<file path="src/rtl/ped_request_conditioner.sv">
// -----------------------------------------------------------------------------
// ped_request_conditioner
//
// Front end for the pedestrian push-button. The raw button is synchronised,
// debounced and edge-detected. Each accepted press latches a single pending
// crossing request. The request is held until the traffic controller
// acknowledges it. Presses made while a request is pending, or while the walk
// phase that answers it is running, are dropped. As a result the controller
// sees at most one request per walk cycle.
//
// Parameters
//   DEBOUNCE_CYCLES : consecutive stable samples needed to move btn_level (>= 2)
//   COUNT_W         : width of the saturating accepted-request counter
//
// Ports
//   clk         in   system clock, rising edge
//   rst_n       in   asynchronous active-low reset, clears every register
//   btn_in      in   raw button, asynchronous to clk, active-high
//   walk_active in   high while the pedestrian light is on
//   req_ack     in   one-cycle pulse accepting the pending request
//   btn_level   out  debounced button level
//   press_pulse out  one-cycle pulse per debounced rising edge
//   ped_req     out  pending crossing request, held until acknowledged
//   press_count out  number of accepted requests, saturating
//   state_dbg   out  current FSM state (00 idle, 01 pending, 10 serving)
// -----------------------------------------------------------------------------
module ped_request_conditioner #(
    parameter int DEBOUNCE_CYCLES = 1_250_000,
    parameter int COUNT_W         = 8
) (
    input  logic               clk,
    input  logic               rst_n,
    input  logic               btn_in,
    input  logic               walk_active,
    input  logic               req_ack,
    output logic               btn_level,
    output logic               press_pulse,
    output logic               ped_req,
    output logic [COUNT_W-1:0] press_count,
    output logic [1:0]         state_dbg
);

    localparam int CNT_W = (DEBOUNCE_CYCLES > 2) ? $clog2(DEBOUNCE_CYCLES) : 1;
    localparam logic [CNT_W-1:0] CNT_LAST = CNT_W'(DEBOUNCE_CYCLES - 1);
    localparam logic [COUNT_W-1:0] COUNT_MAX = {COUNT_W{1'b1}};

    typedef enum logic [1:0] {
        ST_IDLE    = 2'b00,
        ST_PENDING = 2'b01,
        ST_SERVING = 2'b10,
        ST_ILLEGAL = 2'b11
    } state_e;

    logic               sync1_q;
    logic               sync2_q;
    logic               btn_s;
    logic [CNT_W-1:0]   cnt_q;
    logic [CNT_W-1:0]   cnt_d;
    logic               level_q;
    logic               level_d;
    logic               level_prev_q;
    logic               press_q;
    logic               press_d;
    state_e             state_q;
    state_e             state_d;
    logic [COUNT_W-1:0] count_q;
    logic [COUNT_W-1:0] count_d;
    logic               seen_walk_q;
    logic               seen_walk_d;
    logic               ped_req_q;

    assign btn_s = sync2_q;

    // Two-flop synchroniser for the asynchronous button input
    always_ff @(posedge clk or negedge rst_n) begin
        if (!rst_n) begin
            sync1_q <= 1'b0;
            sync2_q <= 1'b0;
        end else begin
            sync1_q <= btn_in;
            sync2_q <= sync1_q;
        end
    end

    // Debounce: count consecutive samples that disagree with the current level
    always_comb begin
        cnt_d   = cnt_q;
        level_d = level_q;
        if (btn_s == level_q) begin
            cnt_d = {CNT_W{1'b0}};
        end else if (cnt_q == CNT_LAST) begin
            // This is the last disagreeing sample of the run, so adopt the new level
            level_d = btn_s;
            cnt_d   = {CNT_W{1'b0}};
        end else begin
            cnt_d = cnt_q + CNT_W'(1);
        end
    end

    // Pulse when the level rose on the previous edge; a falling edge gives nothing
    always_comb begin
        press_d = level_q & ~level_prev_q;
    end

    // Request FSM next-state, counter and walk-seen tracking
    always_comb begin
        state_d     = state_q;
        count_d     = count_q;
        seen_walk_d = seen_walk_q;
        case (state_q)
            ST_IDLE: begin
                if (press_q && !walk_active) begin
                    state_d = ST_PENDING;
                    if (count_q != COUNT_MAX) begin
                        count_d = count_q + COUNT_W'(1);
                    end else begin
                        count_d = count_q;
                    end
                end else begin
                    state_d = ST_IDLE;
                end
            end
            ST_PENDING: begin
                // An ack that coincides with a press wins; the press is simply not looked at
                if (req_ack) begin
                    state_d     = ST_SERVING;
                    seen_walk_d = 1'b0;
                end else begin
                    state_d = ST_PENDING;
                end
            end
            ST_SERVING: begin
                // Leave only once the walk phase has been seen and has ended
                if (seen_walk_q && !walk_active) begin
                    state_d = ST_IDLE;
                end else if (walk_active) begin
                    state_d     = ST_SERVING;
                    seen_walk_d = 1'b1;
                end else begin
                    state_d = ST_SERVING;
                end
            end
            default: begin
                state_d = ST_IDLE;
            end
        endcase
    end

    // Debounce, edge-detect and FSM state registers
    always_ff @(posedge clk or negedge rst_n) begin
        if (!rst_n) begin
            cnt_q        <= {CNT_W{1'b0}};
            level_q      <= 1'b0;
            level_prev_q <= 1'b0;
            press_q      <= 1'b0;
            state_q      <= ST_IDLE;
            count_q      <= {COUNT_W{1'b0}};
            seen_walk_q  <= 1'b0;
            ped_req_q    <= 1'b0;
        end else begin
            cnt_q        <= cnt_d;
            level_q      <= level_d;
            level_prev_q <= level_q;
            press_q      <= press_d;
            state_q      <= state_d;
            count_q      <= count_d;
            seen_walk_q  <= seen_walk_d;
            ped_req_q    <= (state_d == ST_PENDING);
        end
    end

    assign btn_level   = level_q;
    assign press_pulse = press_q;
    assign ped_req     = ped_req_q;
    assign press_count = count_q;
    assign state_dbg   = state_q;

endmodule

</file>
<file path="config.mk">
export PLATFORM = sky130hd
export DESIGN_NAME = ped_request_conditioner
export DESIGN_NICKNAME = d
export VERILOG_FILES = /design/src/rtl/ped_request_conditioner.sv
export SDC_FILE = /design/constraint.sdc
export NUM_CORES = 1
export LEC_CHECK = 0
export BUFFER_PORTS_ARGS = -buffer_cell sky130_fd_sc_hd__buf_4
export CELL_PAD_IN_SITES_DETAIL_PLACEMENT = 1
export CELL_PAD_IN_SITES_GLOBAL_PLACEMENT = 1
export CORE_ASPECT_RATIO = 0.5
export CORE_MARGIN = 3
export CORE_UTILIZATION = 25
export CTS_CLUSTER_DIAMETER = 60
export DETAILED_ROUTE_END_ITERATION = 16
export MAX_ROUTING_LAYER = met4
export PLACE_DENSITY = 0.49
export SLEW_MARGIN = 20
export SYNTH_ARGS = -nofsm -noshare
export SYNTH_HDL_FRONTEND = slang
export SYNTH_SLANG_ARGS = --single-unit
</file>
<file path="constraint.sdc">
create_clock -name clk -period 3 [get_ports clk]
set_clock_uncertainty 0.15 [all_clocks]
set_input_delay 0.15 -clock clk [delete_from_list [all_inputs] [get_ports clk]]
set_output_delay 0.15 -clock clk [all_outputs]
set_load 0.01 [all_outputs]
</file>
# Word level (Yosys, flattened, before mapping)
# Cells that the tools add are included.
[classes]
mul = 0
n_addsub = 2
bitwise = 3
div = 0
reduce_logical = 8
shift = 0
eq_ne = 9
n_lt_le_gt_ge = 0
muxes = 10
[op_table]
columns = ["cell", "n"]
rows = [
  ["21-bit two-way mux", 2],
  ["21-bit by 1-bit adder with 21-bit output, second input constant", 1],
  ["21-bit equality test, second input constant", 1],
  ["8-bit by 1-bit adder with 8-bit output, second input constant", 1],
  ["8-bit inequality test, second input constant", 1],
  ["2-bit inequality test, second input constant", 3],
  ["2-bit case mux with 3 select lines", 1],
  ["2-bit by 1-bit equality test with 1-bit output, second input constant", 2],
  ["1-bit two-way mux", 4],
  ["2-bit two-way mux", 2],
  ["4-bit AND reduction", 1],
  ["3-bit AND reduction", 1],
  ["2-bit equality test, second input constant", 1],
  ["1-bit logical AND", 2],
  ["2-bit logical NOT", 1],
  ["1-bit inverter", 2],
  ["1-bit case mux with 2 select lines", 1],
  ["2-bit AND reduction", 1],
  ["2-bit nonzero test", 1],
  ["1-bit AND", 1],
  ["1-bit equality test", 1],
  ["1-bit logical NOT", 1],
]
[word_totals]
elab_cells = 42
rom_bits = 0
output_inout_bits = 13
reg_bits = 38
ramBits = 0
latchBits = 0
memories = 0
inputBits = 5

# Longest topological paths before layout
# Gate-level depths: netlist (run 1).
[logic_depth]
ltp_word = 5
depth_mapped = 6

# Least setup slack after synthesis (run 1)
# Ideal clock, no wire load.
[synth_path]
path_kind = "reg2reg"
start = "reg cnt_q[13]"
end = "reg level_q (netlist: btn_level)"
required_time_ns = 2.725
arrival_ns = 1.902
slack_ns = 0.824
stages_incl_launch_ff = 5
synth_period_minus_slack_ns = 2.176
setup_ns = 0.125
cell_sequence = "dfrtp_1 -> or4b_1 -> or4_4 -> nor2_1 -> mux2_2"
[synth_between]
elab_chain_len = 2
[synth_lines]
columns = ["item", "line_no", "rtl"]
rows = [
  ["from (decl)", "57", "logic [CNT_W-1:0] cnt_q;"],
  ["from (signal assigned)", "152", "cnt_q <= {CNT_W{1'b0}};"],
  ["from (signal assigned)", "161", "cnt_q <= cnt_d;"],
  ["21-bit equality test", "91", "end else if (cnt_q == CNT_LAST) begin"],
  ["2-bit AND reduction (no line)", "-", ""],
  ["to (signal assigned)", "162", "level_q <= level_d;"],
  ["to (decl)", "59", "logic level_q;"],
]
# No other way between the ends.
# A chain may end at the register's enable or synchronous reset.

# Final worst setup path (run 1)
# Ends and elaborated chain as after synthesis.

==> flow_summary.toml, run 1 <==
[yosys]
synth_top_area_share = 0.545
synth_cell_types = 31
synthTopCellsByArea = "dfrtp_1, xnor2_1, nor2_1, xor2_1, nand3_1"
yosysSeqAreaShare = 0.545
syn-instance-count = 164
synth.avg_cell_area_um2 = 10.6
synth_area_leader_cell = "dfrtp_1"
yosys_warnings = 0
synth_seq_cells = 38
netlist_area_mm2 = 0.00175
synthesis.nets = 171

[power_and_ir_drop]
p_int_w = 0.00102
p_sw_frac = 0.194
pwr-share-seq = 0.420
combPwrFrac = 0.034
p_leak_nw = 0.958
power_density_mw_per_mm2 = 569
p_switching_w = 0.000245
irDropWorstVdd_mv = 0.208
clkPwrFrac = 0.546

[min_path]
hold_path_class = "flop to flop"

[die]
die_h_um = 65.1
num_rows = 20
core_mm2 = 0.00641
pin_count = 18
die_area_mm2 = 0.00808
start_util = 0.272
fp.dieW_um = 124

[finish]
fin_util = 0.346
nets = 200
drive_gt1_frac = 0.191
largest_reg_flops = 21
fin_cells = 282
insertedDiodeCount = 0
regMostFlops = "cnt_q"
area_delta_synth_final_pct = 27.0

[worst_setup_path]
worstPathArrival_ns = 2.28
crit_chain = "or4b_1 -> or4_4 -> nor2_1 -> mux2_2"
cp-start-kind = "flop"
required_ns = 3.02
critical_path_class = "flop to flop"
slowest_delay_ns = 0.56
cp_max_fo = 6
worstSetupEndpointType = "flop"
cp_slowest_cell = "or4_4"

[timing]
hold_viol = 0
fin_crit_ns = 2.27
maxSlewHeadroom = 0.584
rsz0062_at_grt = "no"
setup_viol = 0
fmax_mhz = 441
setup_tns_ns = 0
tightest_slew_ns = 0.618
finalCritPeriodShare = 0.755
drv_slew = 0

[global_route]
grt_pass1_wl_mm = 6.78
grt_max_degree = 39
grt_overflow = 0
grtUsageTotal = 0.111
grt_pass1_vias = 1352
antenna_found_initial = 0

[cts]
cts_num_sinks = 38
cts_buffer_depth = 2
htreeDepth = 2
hold_buffers = 4
clk_latency_ns = 0.28
cts_tree = "done"
path_clk_slew_ns = 0.06
cts.repair.resized = 0
root_buffer = "clkbuf_16"
cts_setup_buffers = 0
cts-buffers-inserted = 5

[place]
numPlacedInstances = 270
port-buffer-count = 17
place.gp.congestion = 0.724
hpwl_mm = 2.72

[detailed_routing]
initialDrtViolationCount = 58
via_count = 1282
wire_per_inst_um = 13.4
routed_wl_mm = 3.78
via_per_inst = 4.55
postRouteAntennaNets = 0
drcViolationCount = 0
drt-pass1-iter-count = 3

[status]
run_status = "finished clean"

[job]
cap_violations = 0
layer usage:
| metal | global-route usage | wire length, µm | vias to the layer above |
|---|---|---|---|
| met5 | - | 0 | - |
| met4 | 0.0368 | 58 | 0 |
| met3 | 0.0288 | 128 | 5 |
| met2 | 0.165 | 1660 | 18 |
| met1 | 0.148 | 1930 | 631 |
| li1 | - | - | 628 |
final cells by class:
type | instances | area [µm²]
fill | 740 | 4190
sequential | 38 | 951
multi-input combinational | 116 | 742
timing repair buffer | 24 | 190
clock buffer | 5 | 125
tap | 88 | 110
clock inverter | 3 | 68.8
inverter | 8 | 30.0
synth_stat cells (all sizes together):
cell	instances
dfrtp	38
nor2	25
xnor2	14
nand3	10
inv	8
xor2	8
a21oi	7
nand2	7
nand4	6
nor3	5
nor4	5
o21ai	5
or3	4
or4b	3
and3	2
buf	2
ha	2
mux2	2
o31ai	2
or4	2
a31o	1
mux2i	1
nor2b	1
nor3b	1
o211ai	1
o21bai	1
or3b	1
metrics by stage:
step / worst slack, ns / hold slack [ns] / instance area (µm²) / power [W]
6_report: 0.735 / 0.203 / 2220 / 0.00126
5_1_grt: 0.622 / 0.225 / 2220 / 0.00132
4_1_cts: 0.719 / 0.206 / 2220 / 0.00128
3_5_place_dp: 0.717 / 0.0114 / 1980 / 0.000581
3_3_place_gp: 0.749 / 0.0101 / 1980 / 0.000579
2_1_floorplan: 0.824 / -0.296 / 1750 / 0.000557
final timing paths:
kind | start | to | slack (ns) | cells after the start
hold reg to reg | sync1_q | btn_s | 0.20 | 0
setup reg to reg | cnt_q[13] | btn_level | 0.73 | 4
min in group asynchronous | rst_n | cnt_q[2] | 0.22 | 2
setup / recovery | cnt_q[13] | btn_level | 0.73 | 4
hold / removal | sync1_q | btn_s | 0.20 | 0
max in group asynchronous | rst_n | press_count[7] | 2.13 | 2
critical path: cells and delay by family (launching register included):
| kind | cells | cell delay [ns] |
|---|---|---|
| AND/OR/NAND/NOR | 3 | 1.24 |
| multiplexers | 1 | 0.33 |
| flip-flops | 1 | 0.44 |
placed cells by master (no fill, tap or decap), drive strengths merged, types with 4 or more instances in the layout:
cell type / count
dlygate4sd3: 4
or3: 4
dfrtp: 38
clkbuf: 5
nand2: 7
inv: 8
xnor2: 14
nor4: 5
nor2: 25
xor2: 8
nand4: 6
buf: 20
nor3: 5
a21oi: 7
nand3: 10
o21ai: 5
kinds of logic (layout without fill, tap and decap cells):
| family | Yosys count | in the layout | share of synthesized area |
|---|---|---|---|
| AOI/OAI and AO/OA | 17 | 17 | 0.0609 |
| adders and majority gates | 2 | 2 | 0.0143 |
| buffers and inverters | 10 | 40 | 0.0301 |
| xor gates and xnor gates | 22 | 22 | 0.110 |
| and+or+nand+nor | 72 | 72 | 0.221 |
| DFF | 38 | 38 | 0.545 |
| muxes | 3 | 3 | 0.0186 |
power groups by stage:
stage / registers (W) / logic (W) / clock network, W
2_1_floorplan: 0.000539 / 0.0000178 / 0
3_3_place_gp: 0.000539 / 0.0000399 / 0
3_5_place_dp: 0.000540 / 0.0000413 / 0
4_1_cts: 0.000530 / 0.0000454 / 0.000708
5_1_grt: 0.000532 / 0.0000501 / 0.000736
6_report: 0.000531 / 0.0000427 / 0.000689
No activity file was read; power rests on OpenSTA's default activity.
==> inputs of run 2 (changes only) <==
==> constraint.sdc (replaced) <==
create_clock -name clk -period 2.3 [get_ports clk]
set_clock_uncertainty 0.15 [all_clocks]
set_input_delay 0.115 -clock clk [delete_from_list [all_inputs] [get_ports clk]]
set_output_delay 0.115 -clock clk [all_outputs]
set_load 0.01 [all_outputs]
==> run 2 against run 1 <==
Largest cell class unchanged. First-iteration DRC count shrank 29%. Maximum frequency up 2.3%. Clock power about the same. Worst hold slack worse by 0.0089 ns. Die area did not move. Critical path depth did not move. Highest routed layer unchanged. Setup slack got worse by 0.65 ns. Flip-flop and latch count is the same. Cell count increased by 3.5%. Clock-buffer cell count rose by 2.
==> flow_summary.toml, run 2 (synthesis gave the netlist of run 1 again) <==
[finish]
drive_gt1_frac = 0.230
area_delta_synth_final_pct = 29.6
largest_reg_flops = 21
insertedDiodeCount = 0
final_common_cell = "dfrtp_1"
regMostFlops = "cnt_q"
nets = 210
multi_input_area_um2 = 746
fillCellCount = 745
regArea_um2 = 951
fin_area_mm2 = 0.00226
most-common-layout-cells = "dfrtp_1, buf_4, nor2_1, xnor2_1, nand3_1"

[worst_setup_path]
required_ns = 2.32
worstSetupEndpointType = "flop"
slowest_delay_ns = 0.55
cp.depth = 4
cp-start-kind = "flop"
crit_chain = "or4b_1 -> or4_4 -> nor2_1 -> mux2_2"
cp_num_buf_inv = 0
cp_max_fo = 2
reg2reg_slack_ns = 0.09
r2r_cells = 4
crit_family = "simple AND/OR/NAND/NOR gates"
reg2reg_from = "cnt_q[13]"
r2r-end = "btn_level"
critical_path_class = "flop to flop"
worstPathArrival_ns = 2.23
cp_slowest_cell = "or4_4"

[job]
cap_violations = 0

[timing]
fmax_mhz = 452
finalCritPeriodShare = 0.962
rsz0062_at_grt = "no"
setup_viol = 0
tightest_slew_ns = 0.496
fin_crit_ns = 2.21
setup_tns_ns = 0
hold_viol = 0
maxSlewHeadroom = 0.669
drv_slew = 0

[cts]
cts_num_sinks = 38
htreeDepth = 2
cts_setup_buffers = 0
root_buffer = "clkbuf_16"
clk_latency_ns = 0.28
cts-buffers-inserted = 5
cts_tree = "done"
path_clk_slew_ns = 0.06
cts_buffer_depth = 2

[power_and_ir_drop]
power_density_mw_per_mm2 = 638
p_switching_w = 0.000306
p_int_w = 0.00114
irDropWorstVdd_mv = 0.293
pwr-share-seq = 0.477
p_sw_frac = 0.212
p_leak_nw = 0.995
combPwrFrac = 0.044
clkPwrFrac = 0.479

[global_route]
grtUsageTotal = 0.118
grt_pass1_vias = 1352
antenna_found_initial = 0
grt_max_degree = 39
grt_overflow = 0
grt_pass1_wl_mm = 6.94

[die]
num_rows = 20
core_mm2 = 0.00641
die_h_um = 65.1
start_util = 0.272
fp.dieW_um = 124
pin_count = 18
die_area_mm2 = 0.00808

[detailed_routing]
wire_per_inst_um = 13.4
initialDrtViolationCount = 41
via_count = 1322
drcViolationCount = 0
postRouteAntennaNets = 0
routed_wl_mm = 3.91
drt-pass1-iter-count = 2
via_per_inst = 4.53

[place]
place_area_mm2 = 0.00207
port-buffer-count = 17
hpwl_mm = 2.80
place.gp.congestion = 0.711

[min_path]
hold_path_class = "input pin to async pin"

[status]
run_status = "finished clean"
run 2: final cells by class:
class | count | share of cell area
multi-input combinational | 116 | 0.330
clock inverter | 1 | 0.00221
timing repair buffer | 34 | 0.123
inverter | 8 | 0.0133
tap | 88 | 0.0487
clock buffer | 7 | 0.0631
sequential | 38 | 0.420
run 2: worst max-delay path by stage:
stage | start | end | slack, ns
after CTS | cnt_q[13] | btn_level | 0.07
after global routing | cnt_q[13] | btn_level | 0.02
final | cnt_q[13] | btn_level | 0.09
after floorplan | cnt_q[13] | btn_level | 0.12
after global placement | cnt_q[8] | btn_level | 0.13
after detailed placement | cnt_q[13] | btn_level | 0.08
run 2: power groups by stage:
stage | sequential [W] | combinational, W | clock (W)
after floorplan | 0.000703 | 0.0000233 | 0
after global placement | 0.000700 | 0.0000590 | 0
after detailed placement | 0.000702 | 0.0000612 | 0
after CTS | 0.000689 | 0.0000668 | 0.000719
after global routing | 0.000690 | 0.0000758 | 0.000752
final | 0.000689 | 0.0000636 | 0.000691
run 2: metrics by stage:
step / hold WS (ns) / power (W) / util / std cells / setup slack [ns]
after CTS: 0.198 / 0.00148 / 0.353 / 292 / 0.0658
final: 0.194 / 0.00144 / 0.353 / 292 / 0.0864
after global routing: 0.212 / 0.00152 / 0.353 / 292 / 0.0155
after global placement: -0.0288 / 0.000759 / 0.323 / 280 / 0.132
after detailed placement: -0.0217 / 0.000763 / 0.323 / 280 / 0.0750
after floorplan: -0.331 / 0.000726 / - / 164 / 0.124
run 2: what timing repair did:
item / in CTS / in global routing
hold endpoints to repair: 42 / 0
resized for setup: 0 / 1
endpoints found under the setup margin: 0 / 2
hold buffers: 4 / 0
run 2: routing by layer:
layer	global-route usage	share of wire
met1	0.153	0.50
met2	0.167	0.43
met3	0.0296	0.042
met4	0.0655	0.026
met5	-	0
